==> config.mk <==
export PLATFORM = sky130hd
export DESIGN_NAME = da_mem_chan_monitor
export DESIGN_NICKNAME = d
export VERILOG_FILES = /design/src/rtl/da_mem_pkg.sv /design/src/rtl/da_mem_chan_monitor.sv
export SDC_FILE = /design/constraint.sdc
export NUM_CORES = 1
export LEC_CHECK = 0
export ABC_AREA = 1
export BUFFER_PORTS_ARGS = -buffer_cell sky130_fd_sc_hd__buf_2
export CORE_MARGIN = 1.5
export CORE_UTILIZATION = 25
export CTS_CLUSTER_SIZE = 28
export DETAILED_ROUTE_END_ITERATION = 10
export SYNTH_ARGS = -nofsm -noshare
export SYNTH_HDL_FRONTEND = slang
export SYNTH_SLANG_ARGS = --single-unit
==> constraint.sdc <==
create_clock -name clock -period 3.65 [get_ports clock]
set_input_delay 0.73 -clock clock [delete_from_list [all_inputs] [get_ports clock]]
set_output_delay 0.73 -clock clock [all_outputs]
set_load 0.02 [all_outputs]
==> src/rtl/da_mem_pkg.sv <==
// Shared types and constants for the memory handshake checker.
// Optional feature macro: DA_MEM_ASSERT_EN (see da_mem_chan_monitor).
package da_mem_pkg;

    // Per-channel handshake state
    typedef enum logic {
        IDLE = 1'b0,
        WAIT = 1'b1
    } chan_state_e;

    // Error flag indices inside a channel's flag vector
    localparam int unsigned NERR       = 4;
    localparam int unsigned ERR_STABLE = 0;
    localparam int unsigned ERR_DROP   = 1;
    localparam int unsigned ERR_SPUR   = 2;
    localparam int unsigned ERR_TMO    = 3;

    // Default channel geometry; the top parameters start from these
    localparam int unsigned DEF_NCH      = 2;
    localparam int unsigned DEF_ADDR_W   = 64;
    localparam int unsigned DEF_DATA_W   = 64;
    localparam int unsigned DEF_STRB_W   = 8;
    localparam int unsigned DEF_PRV_W    = 2;
    localparam int unsigned DEF_MAX_WAIT = 16;
    localparam int unsigned DEF_CNT_W    = 32;

    // Request payload at the default geometry. The monitor declares a
    // matching layout sized by the parameters the top hands down.
    typedef struct packed {
        logic                  wen;
        logic [DEF_ADDR_W-1:0] addr;
        logic [DEF_STRB_W-1:0] strb;
        logic [DEF_DATA_W-1:0] wdata;
        logic [DEF_PRV_W-1:0]  prv;
    } mem_req_t;

    // Width of a counter that must hold 0..max_wait inclusive
    function automatic int unsigned wait_width(input int unsigned max_wait);
        return (max_wait < 1) ? 1 : int'($clog2(max_wait + 1));
    endfunction

endpackage

==> src/rtl/da_mem_chan_monitor.sv <==
// One memory channel's req/gnt protocol monitor: FSM, capture register,
// wait counter, sticky error flags and completed-transaction counter.
// With DA_MEM_ASSERT_EN defined, each flag set condition is also a
// concurrent assertion naming the channel.
module da_mem_chan_monitor
    import da_mem_pkg::*;
#(
    parameter int unsigned CH_IDX   = 0,
    parameter int unsigned ADDR_W   = DEF_ADDR_W,
    parameter int unsigned DATA_W   = DEF_DATA_W,
    parameter int unsigned STRB_W   = DEF_STRB_W,
    parameter int unsigned PRV_W    = DEF_PRV_W,
    parameter int unsigned MAX_WAIT = DEF_MAX_WAIT,
    parameter int unsigned CNT_W    = DEF_CNT_W
) (
    input  logic              clock,
    input  logic              g_resetn,
    input  logic              clr_err,
    input  logic              mem_req,
    input  logic              mem_wen,
    input  logic [ADDR_W-1:0] mem_addr,
    input  logic [STRB_W-1:0] mem_strb,
    input  logic [DATA_W-1:0] mem_wdata,
    input  logic [PRV_W-1:0]  mem_prv,
    input  logic              mem_gnt,
    output logic [NERR-1:0]   err_flags,
    output logic [CNT_W-1:0]  txn_count
);

    localparam int unsigned       WAIT_W   = wait_width(MAX_WAIT);
    localparam logic [WAIT_W-1:0] WAIT_MAX = WAIT_W'(MAX_WAIT);
    localparam logic [WAIT_W-1:0] WAIT_ONE = WAIT_W'(1);

    typedef struct packed {
        logic              wen;
        logic [ADDR_W-1:0] addr;
        logic [STRB_W-1:0] strb;
        logic [DATA_W-1:0] wdata;
        logic [PRV_W-1:0]  prv;
    } chan_req_t;

    chan_state_e       r_state;
    chan_state_e       w_state_nxt;
    chan_req_t         r_cap;
    chan_req_t         w_cap_nxt;
    chan_req_t         w_cur;
    logic [WAIT_W-1:0] r_wait;
    logic [WAIT_W-1:0] w_wait_nxt;
    logic [NERR-1:0]   r_err;
    logic [NERR-1:0]   w_set;
    logic [CNT_W-1:0]  r_cnt;
    logic              w_cnt_inc;
    logic              w_fields_diff;

    // Present request fields gathered into one payload
    always_comb begin
        w_cur       = '0;
        w_cur.wen   = mem_wen;
        w_cur.addr  = mem_addr;
        w_cur.strb  = mem_strb;
        w_cur.wdata = mem_wdata;
        w_cur.prv   = mem_prv;
    end

    // Held request differs from capture; strobe/data only matter for writes
    always_comb begin
        w_fields_diff = (w_cur.wen  != r_cap.wen)  ||
                        (w_cur.addr != r_cap.addr) ||
                        (w_cur.prv  != r_cap.prv)  ||
                        (r_cap.wen && ((w_cur.strb  != r_cap.strb) ||
                                       (w_cur.wdata != r_cap.wdata)));
    end

    // Next state, capture, wait count, flag set pulses and count increment
    always_comb begin
        w_state_nxt = r_state;
        w_cap_nxt   = r_cap;
        w_wait_nxt  = r_wait;
        w_set       = '0;
        w_cnt_inc   = 1'b0;
        unique case (r_state)
            IDLE: begin
                if (mem_req && mem_gnt) begin
                    w_cnt_inc = 1'b1;
                end else if (mem_req) begin
                    w_cap_nxt        = w_cur;
                    w_wait_nxt       = WAIT_ONE;
                    w_state_nxt      = WAIT;
                    w_set[ERR_TMO]   = (WAIT_MAX == WAIT_ONE);
                end else if (mem_gnt) begin
                    w_set[ERR_SPUR]  = 1'b1;
                end
            end
            WAIT: begin
                if (!mem_req) begin
                    w_set[ERR_DROP]  = 1'b1;
                    w_set[ERR_SPUR]  = mem_gnt;
                    w_wait_nxt       = '0;
                    w_state_nxt      = IDLE;
                end else begin
                    w_set[ERR_STABLE] = w_fields_diff;
                    if (mem_gnt) begin
                        w_cnt_inc   = 1'b1;
                        w_wait_nxt  = '0;
                        w_state_nxt = IDLE;
                    end else if (r_wait != WAIT_MAX) begin
                        // Saturation at WAIT_MAX keeps the timeout to one pulse
                        w_wait_nxt     = r_wait + WAIT_ONE;
                        w_set[ERR_TMO] = ((r_wait + WAIT_ONE) == WAIT_MAX);
                    end
                end
            end
            default: begin
                w_state_nxt = IDLE;
                w_wait_nxt  = '0;
            end
        endcase
    end

    // State, capture and wait counter registers
    always_ff @(posedge clock) begin
        if (!g_resetn) begin
            r_state <= IDLE;
            r_cap   <= '0;
            r_wait  <= '0;
        end else begin
            r_state <= w_state_nxt;
            r_cap   <= w_cap_nxt;
            r_wait  <= w_wait_nxt;
        end
    end

    // Sticky flags: a new violation overrides a coincident clear
    always_ff @(posedge clock) begin
        if (!g_resetn) begin
            r_err <= '0;
        end else begin
            r_err <= w_set | (r_err & {NERR{~clr_err}});
        end
    end

    // Completed transaction counter, wraps naturally
    always_ff @(posedge clock) begin
        if (!g_resetn) begin
            r_cnt <= '0;
        end else if (w_cnt_inc) begin
            r_cnt <= r_cnt + CNT_W'(1);
        end
    end

    assign err_flags = r_err;
    assign txn_count = r_cnt;

`ifdef DA_MEM_ASSERT_EN
    a_stable: assert property (@(posedge clock) disable iff (!g_resetn) !w_set[ERR_STABLE])
        else $error("da_mem ch%0d: request fields changed while waiting", CH_IDX);
    a_drop: assert property (@(posedge clock) disable iff (!g_resetn) !w_set[ERR_DROP])
        else $error("da_mem ch%0d: request dropped before grant", CH_IDX);
    a_spur: assert property (@(posedge clock) disable iff (!g_resetn) !w_set[ERR_SPUR])
        else $error("da_mem ch%0d: grant without request", CH_IDX);
    a_tmo: assert property (@(posedge clock) disable iff (!g_resetn) !w_set[ERR_TMO])
        else $error("da_mem ch%0d: request not granted within MAX_WAIT", CH_IDX);
`endif

endmodule

==> qor.yml <==
run_status:
  status: "complete, no violations"
sta:
  slew_headroom_pct: 28.68
  tns_ns: 0
  clock_skew_ns: 0.01265
  hold_slack_ns: 0.4668
  setup_slack_ns: 1.546
  min_period_ns: 2.104
  period_share_pct: 57.65
  hold_violations: 0
  drv_slew: 0
  setup_violations: 0
  worst_pin_slew_ns: 1.070
  max_freq_mhz: 475.2
  rsz0062_at_grt: "no"
clock_network:
  clock-sinks: 181
  cts_max_path_buffers: 2
  post_cts_resized: 0
  cts_buffers: 17
  ctsHoldBuffers: 0
  cts_setup_buffers: 0
  cts_root_buf: "clkbuf_16"
  cts_tree: "done"
  clk_pin_slew_ns: 0.07
  clk_latency_ns: 0.44
  htreeDepth: 4
die:
  fp.dieArea_sq_mm: 0.03649
  die_y_um: 191.0
  pin_count: 180
  die_w_um: 191.0
  core_area_sq_mm: 0.03471
  initial_utilization_pct: 25.46
  rows: 68
critical_path:
  critPathKind: "in2reg"
  path_max_fanout: 55
  worstPathRequired_ns: 4.01
  end_kind: "flop"
  critPathLaunchType: "input port"
  cp.arrival_ns: 2.47
route:
  avgViaCountPerCell: 4.412
  top_layer_used: "met5"
  finalWirelength_um: 24320
  drt_pass1_iterations: 4
  dr_wl_met3_um: 1550
  ant_nets: 0
  met2WireLength_um: 11200
  drt-met1-wl_um: 11110
  vias: 8299
  drc_errors: 0
  first_iter_violations: 340
  wl_per_cell_um: 12.93
placement:
  io_buffers: 179
  gp_routability_congestion: 0.8087
  dp_hpwl_um: 17020
  pre_cts_ws_ns: 1.111
finish:
  areaGrowthSynthToFinish_pct: 22.32
  drive_above_1_share_pct: 17.10
  num-nets-final: 1556
hold_path:
  worstHoldPathType: "reg2reg"
synth:
  avgSynthCellArea_sq_um: 7.015
  synth.net_count: 1408
  syn-instance-count: 1260
  synth.distinct_cells: 34
  synth-seq-area-share_pct: 41.00
  ys_ff_latch: 181
  synth_warnings: 0
  mappedNetlistArea_sq_mm: 0.008838
power_and_ir_drop:
  internal_power_mw: 3.384
  p_sw_mw: 1.260
  vdd.ir_drop.worst_v: 0.0003164
  clockPowerShare_pct: 42.9
  pwr_density_cell_mw_per_mm2: 429.6
  pwr-share-seq_pct: 45.4
  p_comb_share_pct: 11.7
  p_leak_nw: 4.486
  netSwitchingFraction_pct: 27.13
global_routing:
  grt_max_degree: 96
  grt.total_usage_pct: 13.31
  grt_pass1_wl_um: 38230
  antenna_found_initial: 8
  grt_overflow: 0
  grt_pass1_vias: 7710
flow_run:
  max_cap_viol_count: 0
[layout make-up]
type	instances	area, sq um
fill	3774	23900
multi-input combinational	903	4563
sequential	181	3623
timing repair buffer	188	988.4
tap	455	569.3
inverter	117	440.4
clock buffer	17	425.4
clock inverter	15	188.9
antenna	5	12.51
[kinds of logic (layout without fill, tap and decap cells)]
family / after synthesis / count (layout) / share of synthesized area, %
DFF: 181 / 181 / 41.00
AOI/OAI and AO/OA: 243 / 243 / 14.01
adders and majority gates: 4 / 4 / 0.5663
buffers and inverters: 176 / 337 / 7.545
xor gates and xnor gates: 104 / 104 / 10.31
and+or+nand+nor: 552 / 552 / 26.57
other: 0 / 5 / 0
[layout by cell type (no fill, tap or decap), types with 2 or more instances in the layout]
cell       count
a211oi_1       2
buf_2        179
ha_1           4
a21oi_1      165
inv_1        113
o21ai_0       66
nor2_4         3
nor2_2         4
nand4_1        8
inv_2          3
diode_2        5
clkbuf_16     17
dfxtp_1      181
clkinv_2       3
o22ai_1        3
o21a_1         2
buf_12         2
nand2_1      293
nor3_1        14
nand2_2        5
xor2_1        53
nor2_1       104
nand3_1      110
buf_4          7
xnor2_1       51
bufinv_16      3
o21ai_1        2
nor4_1         4
inv_6          7
[registers in the layout, indices dropped and copies added, names as in the netlist]
| name | count |
|---|---|
| r_cap | 139 |
| r_wait | 5 |
| txn_count | 32 |
| r_state | 1 |
| err_flags | 4 |
[layer usage]
metal,GRT usage [%],up-vias
li1,-,4359
met1,16.34,3764
met2,21.75,146
met3,4.039,24
met4,4.997,6
met5,0,-
[path summary, 6_finish.rpt]
path / endpoint / slack [ns] / start / cells after the start
min: err_flags[3] / 0.47 / err_flags[3] / 2
max: r_cap[54] / 1.55 / mem_req / 7
min reg2reg: err_flags[3] / 0.47 / err_flags[3] / 2
max reg2reg: txn_count[23] / 1.75 / txn_count[3] / 9
[power by group through the flow]
stage	clock (mW)	combinational, mW	sequential [mW]
finish	1.99	0.542	2.11
global route	2.15	0.622	2.12
CTS	2.08	0.550	2.11
detailed placement	0	0.548	2.16
global placement	0	0.535	2.15
floorplan	0	0.347	2.15
[worst max-delay path, cell delays in order]
cell,delay [ns]
buf_2,0.13
inv_1,0.10
nor2_4,0.12
buf_4,0.41
buf_4,0.60
nand3_1,0.14
a21oi_1,0.19
[synth_stat cells, drive strengths merged]
cell	count	share of area (%)
a211oi	2	0.17
nand4	8	0.57
nor3	16	1.1
nor4	6	0.67
o21ai	68	3.9
nand3	111	6.3
clkbuf	53	2.3
buf	6	0.33
o211a	1	0.11
xor2	53	5.3
nand2	299	13
dfxtp	181	41
inv	116	4.9
xnor2	51	5.1
o21a	2	0.17
or2	1	0.071
a31oi	1	0.071
clkinv	1	0.042
o22ai	3	0.21
ha	4	0.57
nor2	111	5.0
a21oi	165	9.3
o211ai	1	0.085
[metrics by stage]
step | power, mW | cell area, sq um | cells | util, %
final | 4.644 | 10810 | 1881 | 31.15
after global routing | 4.889 | 10800 | 1878 | 31.12
after CTS | 4.734 | 10800 | 1876 | 31.11
after detailed placement | 2.703 | 10180 | 1844 | 29.34
after global placement | 2.687 | 10180 | 1844 | 29.34
after floorplan | 2.497 | 8838 | 1260 | -
Power figures use the tool's default switching activity.
